`src/rtl/divf_iter.sv`:
```
// divf_iter: elastic IEEE-754 binary32 divider, lhs / rhs, iterative radix-2 restoring.
// Both operand channels are joined and one division is in flight at a time.
// The result is held on a registered valid/ready channel.
// Optional macro DIVF_EARLY_EXIT_EN: special operands skip DIVIDE/ROUND and reach DONE right after UNPACK.
`timescale 1ns/1ps
module divf_iter #(
   parameter int unsigned DATA_TYPE = 32
) (
   input  logic                 clk,
   input  logic                 rst,
   input  logic [DATA_TYPE-1:0] lhs,
   input  logic                 lhs_valid,
   input  logic [DATA_TYPE-1:0] rhs,
   input  logic                 rhs_valid,
   input  logic                 result_ready,
   output logic [DATA_TYPE-1:0] result,
   output logic                 result_valid,
   output logic                 lhs_ready,
   output logic                 rhs_ready
);

   localparam int unsigned EXP_W  = 8;
   localparam int unsigned FRAC_W = 23;
   localparam int unsigned MANT_W = 24;
   localparam int unsigned Q_W    = 26;
   localparam int unsigned REM_W  = 25;
   localparam int unsigned E_W    = 10;
   localparam int unsigned CNT_W  = 5;
   localparam int unsigned ITER   = 26;
   localparam logic [CNT_W-1:0] LAST_ITER = CNT_W'(ITER - 1);
   localparam logic [DATA_TYPE-1:0] QNAN  = DATA_TYPE'(32'h7FC0_0000);

   typedef enum logic [2:0] {S_IDLE, S_UNPACK, S_DIVIDE, S_ROUND, S_DONE} state_t;

   state_t                 state_q, state_d;
   logic [DATA_TYPE-1:0]   a_q, a_d, b_q, b_d;
   logic                   sign_q, sign_d;
   logic signed [E_W-1:0]  exp_q, exp_d;
   logic [MANT_W-1:0]      mb_q, mb_d;
   logic [REM_W-1:0]       rem_q, rem_d;
   logic [Q_W-1:0]         q_q, q_d;
   logic [CNT_W-1:0]       cnt_q, cnt_d;
   logic                   spec_q, spec_d;
   logic [DATA_TYPE-1:0]   spec_res_q, spec_res_d;
   logic [DATA_TYPE-1:0]   result_q, result_d;
   logic                   result_valid_q, result_valid_d;

   logic                   accept_c;
   logic [EXP_W-1:0]       ea, eb;
   logic [FRAC_W-1:0]      fa, fb;
   logic                   a_zero, b_zero, a_inf, b_inf, a_nan, b_nan, sgn;
   logic [MANT_W-1:0]      ma_c, mb_c;
   logic signed [E_W-1:0]  e_c;
   logic                   spec_c;
   logic [DATA_TYPE-1:0]   spec_res_c;
   logic [REM_W:0]         trial;
   logic                   q_bit;
   logic [REM_W-1:0]       rem_keep;
   logic                   sticky, round_up;
   logic [MANT_W:0]        mant_rnd;
   logic signed [E_W-1:0]  exp_rnd;
   logic [FRAC_W-1:0]      frac_rnd;
   logic [DATA_TYPE-1:0]   round_c;

   // Join: both operands are taken together, only while idle and out of reset.
   assign accept_c     = (state_q == S_IDLE) & lhs_valid & rhs_valid & ~rst;
   assign lhs_ready    = accept_c;
   assign rhs_ready    = accept_c;
   assign result       = result_q;
   assign result_valid = result_valid_q;

   // Operand decode: denormals flush to zero, special-case classification and result.
   always_comb begin
      ea     = a_q[30:23];
      eb     = b_q[30:23];
      fa     = a_q[22:0];
      fb     = b_q[22:0];
      sgn    = a_q[31] ^ b_q[31];
      a_zero = (ea == '0);
      b_zero = (eb == '0);
      a_inf  = (ea == '1) && (fa == '0);
      b_inf  = (eb == '1) && (fb == '0);
      a_nan  = (ea == '1) && (fa != '0);
      b_nan  = (eb == '1) && (fb != '0);
      ma_c   = a_zero ? '0 : {1'b1, fa};
      mb_c   = b_zero ? '0 : {1'b1, fb};
      e_c    = $signed({2'b00, ea}) - $signed({2'b00, eb}) + 10'sd127;
      spec_c     = 1'b1;
      spec_res_c = '0;
      if (a_nan || b_nan || (a_zero && b_zero) || (a_inf && b_inf)) begin
         spec_res_c = QNAN;
      end else if (b_zero || a_inf) begin
         spec_res_c = {sgn, 8'hFF, 23'd0};
      end else if (b_inf || a_zero) begin
         spec_res_c = {sgn, 31'd0};
      end else begin
         spec_c = 1'b0;
      end
   end

   // One restoring step: subtract divisor when the trial remainder stays non-negative.
   always_comb begin
      trial    = {1'b0, rem_q} - {2'b00, mb_q};
      q_bit    = ~trial[REM_W];
      rem_keep = q_bit ? trial[REM_W-1:0] : rem_q;
   end

   // Round-to-nearest-even of q with guard/round/sticky; overflow to inf, underflow to zero.
   always_comb begin
      sticky   = |rem_q;
      round_up = q_q[1] & (q_q[0] | sticky | q_q[2]);
      mant_rnd = {1'b0, q_q[Q_W-1:2]} + (MANT_W+1)'(round_up);
      exp_rnd  = exp_q + $signed({9'd0, mant_rnd[MANT_W]});
      frac_rnd = mant_rnd[MANT_W] ? mant_rnd[MANT_W-1:1] : mant_rnd[FRAC_W-1:0];
      if (spec_q) begin
         round_c = spec_res_q;
      end else if (exp_rnd >= 10'sd255) begin
         round_c = {sign_q, 8'hFF, 23'd0};
      end else if (exp_rnd <= 10'sd0) begin
         round_c = {sign_q, 31'd0};
      end else begin
         round_c = {sign_q, exp_rnd[7:0], frac_rnd};
      end
   end

   // Next-state and datapath updates for the divider FSM.
   always_comb begin
      state_d        = state_q;
      a_d            = a_q;
      b_d            = b_q;
      sign_d         = sign_q;
      exp_d          = exp_q;
      mb_d           = mb_q;
      rem_d          = rem_q;
      q_d            = q_q;
      cnt_d          = cnt_q;
      spec_d         = spec_q;
      spec_res_d     = spec_res_q;
      result_d       = result_q;
      result_valid_d = result_valid_q;
      case (state_q)
         S_IDLE: begin
            if (accept_c) begin
               a_d     = lhs;
               b_d     = rhs;
               state_d = S_UNPACK;
            end
         end
         S_UNPACK: begin
            sign_d     = sgn;
            spec_d     = spec_c;
            spec_res_d = spec_res_c;
            mb_d       = mb_c;
            q_d        = '0;
            cnt_d      = '0;
            if (ma_c < mb_c) begin
               rem_d = REM_W'({ma_c, 1'b0});
               exp_d = e_c - 10'sd1;
            end else begin
               rem_d = REM_W'(ma_c);
               exp_d = e_c;
            end
            state_d = S_DIVIDE;
`ifdef DIVF_EARLY_EXIT_EN
            if (spec_c) begin
               result_d       = spec_res_c;
               result_valid_d = 1'b1;
               state_d        = S_DONE;
            end
`endif
         end
         S_DIVIDE: begin
            rem_d = REM_W'({rem_keep, 1'b0});
            q_d   = {q_q[Q_W-2:0], q_bit};
            cnt_d = cnt_q + CNT_W'(1);
            if (cnt_q == LAST_ITER) state_d = S_ROUND;
         end
         S_ROUND: begin
            result_d       = round_c;
            result_valid_d = 1'b1;
            state_d        = S_DONE;
         end
         S_DONE: begin
            if (result_ready) begin
               result_valid_d = 1'b0;
               state_d        = S_IDLE;
            end
         end
         default: state_d = S_IDLE;
      endcase
   end

   // State and datapath registers; reset discards any in-flight division.
   always_ff @(posedge clk or posedge rst) begin
      if (rst) begin
         state_q        <= S_IDLE;
         a_q            <= '0;
         b_q            <= '0;
         sign_q         <= 1'b0;
         exp_q          <= '0;
         mb_q           <= '0;
         rem_q          <= '0;
         q_q            <= '0;
         cnt_q          <= '0;
         spec_q         <= 1'b0;
         spec_res_q     <= '0;
         result_q       <= '0;
         result_valid_q <= 1'b0;
      end else begin
         state_q        <= state_d;
         a_q            <= a_d;
         b_q            <= b_d;
         sign_q         <= sign_d;
         exp_q          <= exp_d;
         mb_q           <= mb_d;
         rem_q          <= rem_d;
         q_q            <= q_d;
         cnt_q          <= cnt_d;
         spec_q         <= spec_d;
         spec_res_q     <= spec_res_d;
         result_q       <= result_d;
         result_valid_q <= result_valid_d;
      end
   end

endmodule

```
`config.mk`:
```
export PLATFORM = sky130hd
export DESIGN_NAME = divf_iter
export DESIGN_NICKNAME = d
export VERILOG_FILES = /design/src/rtl/divf_iter.sv
export SDC_FILE = /design/constraint.sdc
export NUM_CORES = 1
export LEC_CHECK = 0
export BUFFER_PORTS_ARGS = -buffer_cell sky130_fd_sc_hd__buf_2
export CORE_AREA = 8 8 171 173
export CTS_BUF_LIST = sky130_fd_sc_hd__clkbuf_8
export CTS_CLUSTER_SIZE = 10
export DETAILED_ROUTE_END_ITERATION = 10
export DIE_AREA = 0 0 179 181
export GPL_TIMING_DRIVEN = 0
export PLACE_DENSITY = 0.69
export SETUP_SLACK_MARGIN = 0.3
export SLEW_MARGIN = 20
export SYNTH_ARGS = -nofsm -noshare
export SYNTH_HDL_FRONTEND = slang
export SYNTH_SLANG_ARGS = --single-unit
```
`constraint.sdc`:
```
create_clock -name clk -period 12.24 [get_ports clk]
set_input_delay 2.448 -clock clk [delete_from_list [all_inputs] [get_ports clk]]
set_output_delay 2.448 -clock clk [all_outputs]
set_load 0.01 [all_outputs]
```
== After elaboration in Yosys (flattened, before gate mapping) ==
Cells that the tools add are included.
Widths: inputs -> output; s select.
Storage, ports and cells
  output and inout port bits: 35
  register bits: 224
  logic and storage cells: 90
  input port bits: 69
  bits in read-only memories: 0
  RAM bits: 0
  bits in latches: 0
  memories: 0
Cells by class
  bitwise gates (word level): 9
  equal/unequal tests: 10
  multiply operators: 0
  $add $sub $neg: 7
  div/mod/pow operators: 0
  reductions and logical operators: 24
  magnitude comparators: 3
  shift operators: 0
  mux-type cells: 24
Operators with widths (count)
  $mux 32: 4
  $mux 24: 3
  $mux 31: 2
  $pmux 26 s2: 1
  $pmux 25 s2: 1
  $logic_not 23->1: 2
  $reduce_bool 23->1: 2
  $sub 25x24->26: 1
  $add 24x1->25: 1
  $mux 25: 1
  $reduce_or 25->1: 1
  $lt 24x24->1: 1
  $mux 23: 1
  $eq 8x8->1 const B: 2
  $logic_not 8->1: 2
  $pmux 3 s5: 1
  $add 10x2->10: 1
  $add 9x8->10 const B: 1
  $ge 10x9->1 const B: 1
  $le 10x1->1 const B: 1
  $mux 10: 1
  $pmux 5 s2: 1
  $sub 10x2->10 const B: 1
  $mux 3: 3
  19 further kinds: 41

== Depth between registers and ports, before layout ==
Gate-level depths: netlist (run 1).
  depth in word-level cells: 10
  depth in mapped cells: 19
  depth with buffers taken out: 18

== Worst setup path before layout (run 1) ==
Ideal clock, no wire load.
  path kind: in2out
  start: input rst
  end: output rhs_ready
  required time: 9792 ps
  path slack: 6422 ps
  path buffers: 2
  cell stages on the path: 5
  arrival: 3370 ps
  cells stage by stage: nor2_1 -> nand4_1 -> inv_2 -> buf_1 -> buf_4
Between the ends
  cells in the longest elaborated chain, start to end: 2
Ends and longest elaborated chain
  start, declared: line 10  | input logic rst,
  $not 1->1: line 66  | assign accept_c = (state_q == S_IDLE) & lhs_valid & rhs_valid & ~rst;
  $and 1x1->1: line 66
  end, declared: line 19  | output logic rhs_ready
No other way between the ends.

== Final worst setup path (run 1) ==
Same ends and word-level chain as after synthesis.

==> impl_metrics.json, run 1 <==
{
  "floorplan.die_area_mm2": 0.03240,
  "ctsResizeCount": 0,
  "drt_pre_antenna_iters": 7,
  "gr-total-overflow": 0,
  "hold_buffers": 0,
  "rsz0062_at_grt": "false",
  "detail_route.drc_violations": 0,
  "setup_violations": 0,
  "final_period_minus_worst_setup_slack_ns": 6.587,
  "worstSetupEndpointType": "primary output",
  "areaGrowthSynthToFinish_pct": 12.36,
  "num_antenna_cells": 0,
  "via_count_of_the_first_global_routing_pass": 9987,
  "timing.setup.tns_ns": 0,
  "postSynthNetCount": 1503,
  "ys_async_sr_fraction_pct": 100.0,
  "syn-mean-instance-area_um2": 8.523,
  "maximum_level_of_the_cts_h_tree": 4,
  "leading_register_cell_type_out_of_synthesis": "dfrtp_1",
  "worst_path_max_delay_cell": "nand4_1",
  "cp-start-kind": "input port",
  "layout_common_cells": "nand2_1, dfrtp_1, buf_2",
  "vias": 10171,
  "number_of_hold_violations_in_the_final_report": 0,
  "clockRootBuffer": "clkbuf_8",
  "io-pin-count": 104,
  "tritoncts.num_buffers": 17,
  "busiest_layer": "met2",
  "synth-edff-count": 0,
  "filler_free_cell_count_of_the_finished_design": 1847,
  "count_of_input_and_output_buffers": 103,
  "grt_pass1_wl_um": 51830,
  "timing.critical_path.mode_cell": "buf_2",
  "timing.max_slew.rel_slack_pct": 48.16,
  "half_perimeter_wire_length_after_placement_um": 24200,
  "timing.max_cap.violations": 0,
  "final.period_utilization_pct": 53.82,
  "maximum_number_of_pins_on_one_net_before_global_route_repair": 70,
  "sequential_element_share_of_the_synthesized_area_pct": 41.82,
  "fmax_mhz": 151.8,
  "drt_iter0_drc": 917,
  "post_cts.repair.setup_buffers": 0,
  "num_rows": 60,
  "synthesis.yosys.warnings": 0,
  "post_route_cells_drive_above_1_share_pct": 11.42,
  "crit_fanout": 11,
  "design.final.nets": 1627,
  "clk_path_buf_depth": 2,
  "grt.met1_usage_pct": 27.17,
  "fp.coreArea_mm2": 0.02650,
  "met2_grt_util_pct": 31.06,
  "synth_seq_cells": 195,
  "initial_core_util_pct": 44.03,
  "p_per_area_mw_per_mm2": 304.8,
  "synthCells": 1369,
  "crit_path_max_incr_delay_ns": 0.40,
  "die_w_um": 179,
  "timing_max_transition_violations_final": 0,
  "place_inst": 1815,
  "chipHeight_um": 181,
  "timing.setup.critical_path_class": "in -> out",
  "worst-endpoint-arrival_ns": 4.14,
  "place.gp.congestion": 0.9155,
  "final_common_cell": "nand2_1",
  "antenna_found_initial": 0,
  "worst_pin_slew_ns": 0.7776,
  "overall_routing_resource_usage_pct": 19.57,
  "leakage_component_of_the_power_nw": 6.327,
  "critPathRequiredTime_ns": 9.79,
  "clock_skew_ns": 0.02546,
  "max-vdd-ir-drop_uv": 119.4,
  "route.final.wire_length_um": 31230,
  "hold_path_class": "reg -> reg",
  "clock_tree_from_tritoncts": "built",
  "crit_chain": "buf_2, nor2_1, nand4_1, inv_2, buf_1, buf_4, buf_2",
  "status": "complete, no violations",
  "post_synth_instance_area_mm2": 0.01167,
  "clock_sinks": 195,
  "antenna_violating_nets_post_route": 0,
  "routedWlPerCell_um": 16.91,
  "gr-usage-met3_pct": 3.107,
  "clock_latency_ns": 0.49,
  "post_drt_via_cell_ratio": 5.507,
  "netlist-cell-type-count": 77,
  "path_clk_slew_ns": 0.11
}
## layer usage
metal | wire length (um) | vias to the layer above
met5 | 0 | -
met4 | 635 | 0
met3 | 1666 | 54
met2 | 14390 | 322
met1 | 14540 | 4765
li1 | - | 5030
## synth_stat cells, types with 4 or more instances
master | instances | share of area (%)
or3_1 | 9 | 0.48
o21ai_0 | 100 | 4.3
a31oi_1 | 17 | 0.91
buf_2 | 7 | 0.30
and2_1 | 8 | 0.43
a211o_1 | 5 | 0.38
nand4_1 | 18 | 0.97
or2_2 | 6 | 0.32
a22o_1 | 23 | 1.7
nand2b_1 | 9 | 0.48
nor2b_1 | 10 | 0.54
xor2_1 | 29 | 2.2
inv_1 | 72 | 2.3
xnor2_1 | 24 | 1.8
mux2i_1 | 28 | 2.4
nand2_1 | 357 | 11
nor3_1 | 18 | 0.77
o211ai_1 | 13 | 0.84
a211oi_1 | 12 | 0.77
o21a_1 | 14 | 0.90
nor4_1 | 21 | 1.1
o22ai_1 | 21 | 1.1
dfrtp_1 | 195 | 42
and3_1 | 7 | 0.38
or4_1 | 4 | 0.26
ha_1 | 63 | 6.8
a21oi_1 | 36 | 1.5
a21o_1 | 14 | 0.90
nor2_1 | 72 | 2.3
nand3_1 | 28 | 1.2
buf_1 | 8 | 0.26
clkbuf_1 | 41 | 1.3
## final timing paths
check                      startpoint          to  slack [ns]  depth (start not counted)
max                               rst   rhs_ready        5.65                          7
min reg2reg                 result[9]   result[9]        0.48                          2
min                         result[9]   result[9]        0.48                          2
max reg2reg                   a_q[27]   rem_q[17]        7.51                         16
min in group asynchronous         rst  result[19]        1.99                          2
max in group asynchronous         rst     b_q[17]        9.22                          4
## where the power goes
| group | switching (mW) | internal [mW] | total, mW |
|---|---|---|---|
| clock | 0.265 | 0.199 | 0.464 |
| sequential | 0.235 | 0.888 | 1.12 |
| combinational | 1.43 | 0.979 | 2.41 |
| total | 1.93 | 2.07 | 4.00 |
## per-stage QoR
stage               hold slack, ns  cell area, um2  worst slack (ns)  utilization (%)  total power, mW
floorplan                   0.4498           11670             4.480                -            2.910
global placement            0.4563           12610             2.238            47.58            3.445
CTS                         0.4901           13110             5.619            49.47            3.982
global route                0.5057           13110             5.514            49.47            4.331
finish                      0.4798           13110             5.653            49.47            3.996
detailed placement          0.4646           12670             5.618            47.82            3.503
## state kept, by name (all words and copies together) (netlist names), 3 cells and up
name	flops
a_q	32
b_q	32
result	32
q_q	26
rem_q	25
mb_q	24
exp_q	10
cnt_q	5
spec_res_q	3
state_q	3
## area by class of cell
class	instances	area, um2
Fill cell	2573	13390
Multi-Input combinational cell	1039	6238
Sequential cell	195	4880
Timing Repair Buffer	105	570.5
Tap cell	341	426.7
Inverter	73	281.5
Buffer	62	275.3
Clock buffer	18	247.7
Clock inverter	14	190.2
## critical path, delay by kind of cell
kind | cells | cell delay (ns)
buffers and inverters | 5 | 1.20
AND/OR/NAND/NOR | 2 | 0.48
## kinds of logic after synthesis
group / synth area share, %
adders and majority gates: 7.099
buffers and inverters: 4.708
xor gates and xnor gates: 4.172
muxes: 2.499
and+or+nand+nor: 22.30
DFF: 41.82
AOI/OAI and AO/OA: 17.41
No activity file was read; power rests on OpenSTA's default activity.
==> run 2: changes to the inputs <==
clock period = 6.7 ns   (was 12.24 ns; I/O delays follow)
==> run 2 against run 1 <==
  * Routed wire length up 1.1%
  * Power up 83%
  * Clock power up 85%
  * Worst hold slack better by 0.0022 ns
  * Largest cell class unchanged
  * Largest power group unchanged
==> impl_metrics.json, run 2 (same netlist as run 1, synthesis figures left out) <==
{
  "fmax_mhz": 211.2,
  "antenna_violating_nets_post_route": 0,
  "multi_input_area_mm2": 0.006238,
  "timing.max_slew.rel_slack_pct": 51.26,
  "clock_sinks": 195,
  "post_drt_via_cell_ratio": 5.572,
  "post_route_cells_drive_above_1_share_pct": 11.66,
  "detail_route.drc_violations": 0,
  "p_total_mw": 7.314,
  "hold_buffers": 0,
  "clockRootBuffer": "clkbuf_8",
  "chipHeight_um": 181,
  "clock_latency_ns": 0.48,
  "place.gp.congestion": 0.9383,
  "route.final.wire_length_um": 31560,
  "worst-endpoint-arrival_ns": 5.13,
  "worst_path_max_delay_cell": "or4_1",
  "num_antenna_cells": 0,
  "ctsResizeCount": 0,
  "status": "complete, no violations",
  "drt_pre_antenna_iters": 6,
  "post_cts.repair.setup_buffers": 0,
  "hold_path_class": "reg -> reg",
  "worst_pin_slew_ns": 0.7312,
  "crit_fanout": 10,
  "via_count_of_the_first_global_routing_pass": 10278,
  "antenna_found_initial": 0,
  "num_rows": 60,
  "layout_common_cells": "nand2_1, dfrtp_1, buf_2",
  "rsz0062_at_grt": "false",
  "timing_max_transition_violations_final": 0,
  "die_w_um": 179,
  "worstSetupEndpointType": "register",
  "count_of_input_and_output_buffers": 103,
  "floorplan.die_area_mm2": 0.03240,
  "final_common_cell": "nand2_1",
  "final_cell_area_mm2": 0.01318,
  "io-pin-count": 104,
  "maximum_number_of_pins_on_one_net_before_global_route_repair": 36,
  "clock_tree_from_tritoncts": "built",
  "timing.setup.critical_path_class": "reg -> reg",
  "layout.area.seq_mm2": 0.004880,
  "maximum_level_of_the_cts_h_tree": 4,
  "design.final.nets": 1631,
  "grt_pass1_wl_um": 52040,
  "p_per_area_mw_per_mm2": 554.9,
  "routedWlPerCell_um": 17.05,
  "fp.coreArea_mm2": 0.02650,
  "drt_iter0_drc": 888,
  "critPathRequiredTime_ns": 7.10,
  "clock_skew_ns": 0.02208,
  "number_of_hold_violations_in_the_final_report": 0,
  "areaGrowthSynthToFinish_pct": 12.96,
  "tritoncts.num_buffers": 17,
  "overall_routing_resource_usage_pct": 19.76,
  "gr-total-overflow": 0,
  "final_period_minus_worst_setup_slack_ns": 4.734,
  "cp-start-kind": "register",
  "filler_cell_count": 2526,
  "timing.setup.tns_ns": 0,
  "timing.max_cap.violations": 0,
  "path_clk_slew_ns": 0.12,
  "setup_violations": 0,
  "crit_path_max_incr_delay_ns": 0.55,
  "worstPathBufferInverterCount": 4,
  "clk_path_buf_depth": 2,
  "worst_path_dominant_cell_family": "simple AND/OR/NAND/NOR gates",
  "half_perimeter_wire_length_after_placement_um": 24860,
  "final.period_utilization_pct": 70.66,
  "vias": 10314,
  "dpl-instance-area_mm2": 0.01273,
  "leakage_component_of_the_power_nw": 6.356,
  "crit_chain": "or4_1, or2_2, clkbuf_1, clkbuf_1, nand2_1, inv_1, ha_1, nand3_1, or3_1, or2_2, a211oi_2, nor2_8, buf_4, mux2i_1, o22ai_1, a31oi_1",
  "initial_core_util_pct": 44.03,
  "max-vdd-ir-drop_uv": 264.8
}
==> run 2: cell types whose count changed in the layout (fill, tap and decap cells not counted), moves of 2 or more <==
| cell | delta |
|---|---|
| clkinv_4 | +2 |
| buf_12 | +6 |
| inv_8 | -2 |
| buf_16 | -2 |
==> run 2: metrics by stage <==
stage                     utilization, %  std cells  hold slack [ns]  worst slack, ns
after floorplan                        -       1369           0.4498            2.691
after global routing               49.74       1851           0.5035            1.639
after global placement             47.60       1813           0.4564            1.586
after CTS                          49.74       1851           0.4933            2.010
final                              49.74       1851           0.4820            1.966
after detailed placement           48.05       1819           0.4647            2.047
==> run 2: final timing paths <==
kind	cells after the start	slack (ns)	endpoint	start
min in group asynchronous	2	0.86	b_q[29]	rst
max in group asynchronous	5	4.89	q_q[0]	rst
worst max-delay path	16	1.97	rem_q[9]	a_q[24]
worst max register to register	16	1.97	rem_q[9]	a_q[24]
worst min-delay path	2	0.48	result[3]	result[3]
worst min register to register	2	0.48	result[3]	result[3]
==> run 2: area by class of cell <==
cell class                      count  share of cell area [%]
Buffer                             62                   2.088
Clock buffer                       17                   1.775
Clock inverter                     15                   1.614
Inverter                           73                   2.107
Multi-Input combinational cell   1039                   47.33
Sequential cell                   195                   37.02
Tap cell                          341                   3.237
Timing Repair Buffer              109                   4.822
==> run 2: worst min-delay path, cell delays in order, from the launching register on <==
cell and delay [ns]:
dfrtp_1 0.36, nand2_1 0.04, o21ai_0 0.05
==> run 2: where the power goes <==
| part | total (mW) | internal [mW] | switching, mW |
|---|---|---|---|
| combinational | 4.39 | 1.79 | 2.60 |
| sequential | 2.06 | 1.62 | 0.438 |
| clock | 0.860 | 0.358 | 0.502 |
==> run 2: layer usage <==
metal  vias to the layer above  global-route usage [%]  part of all wire, %
met4                         0                   6.285                  2.3
li1                       5029                       -                    -
met5                         -                       0                    0
met3                        47                   3.003                  4.5
met1                      4913                   26.98                   47
met2                       325                   31.54                   47
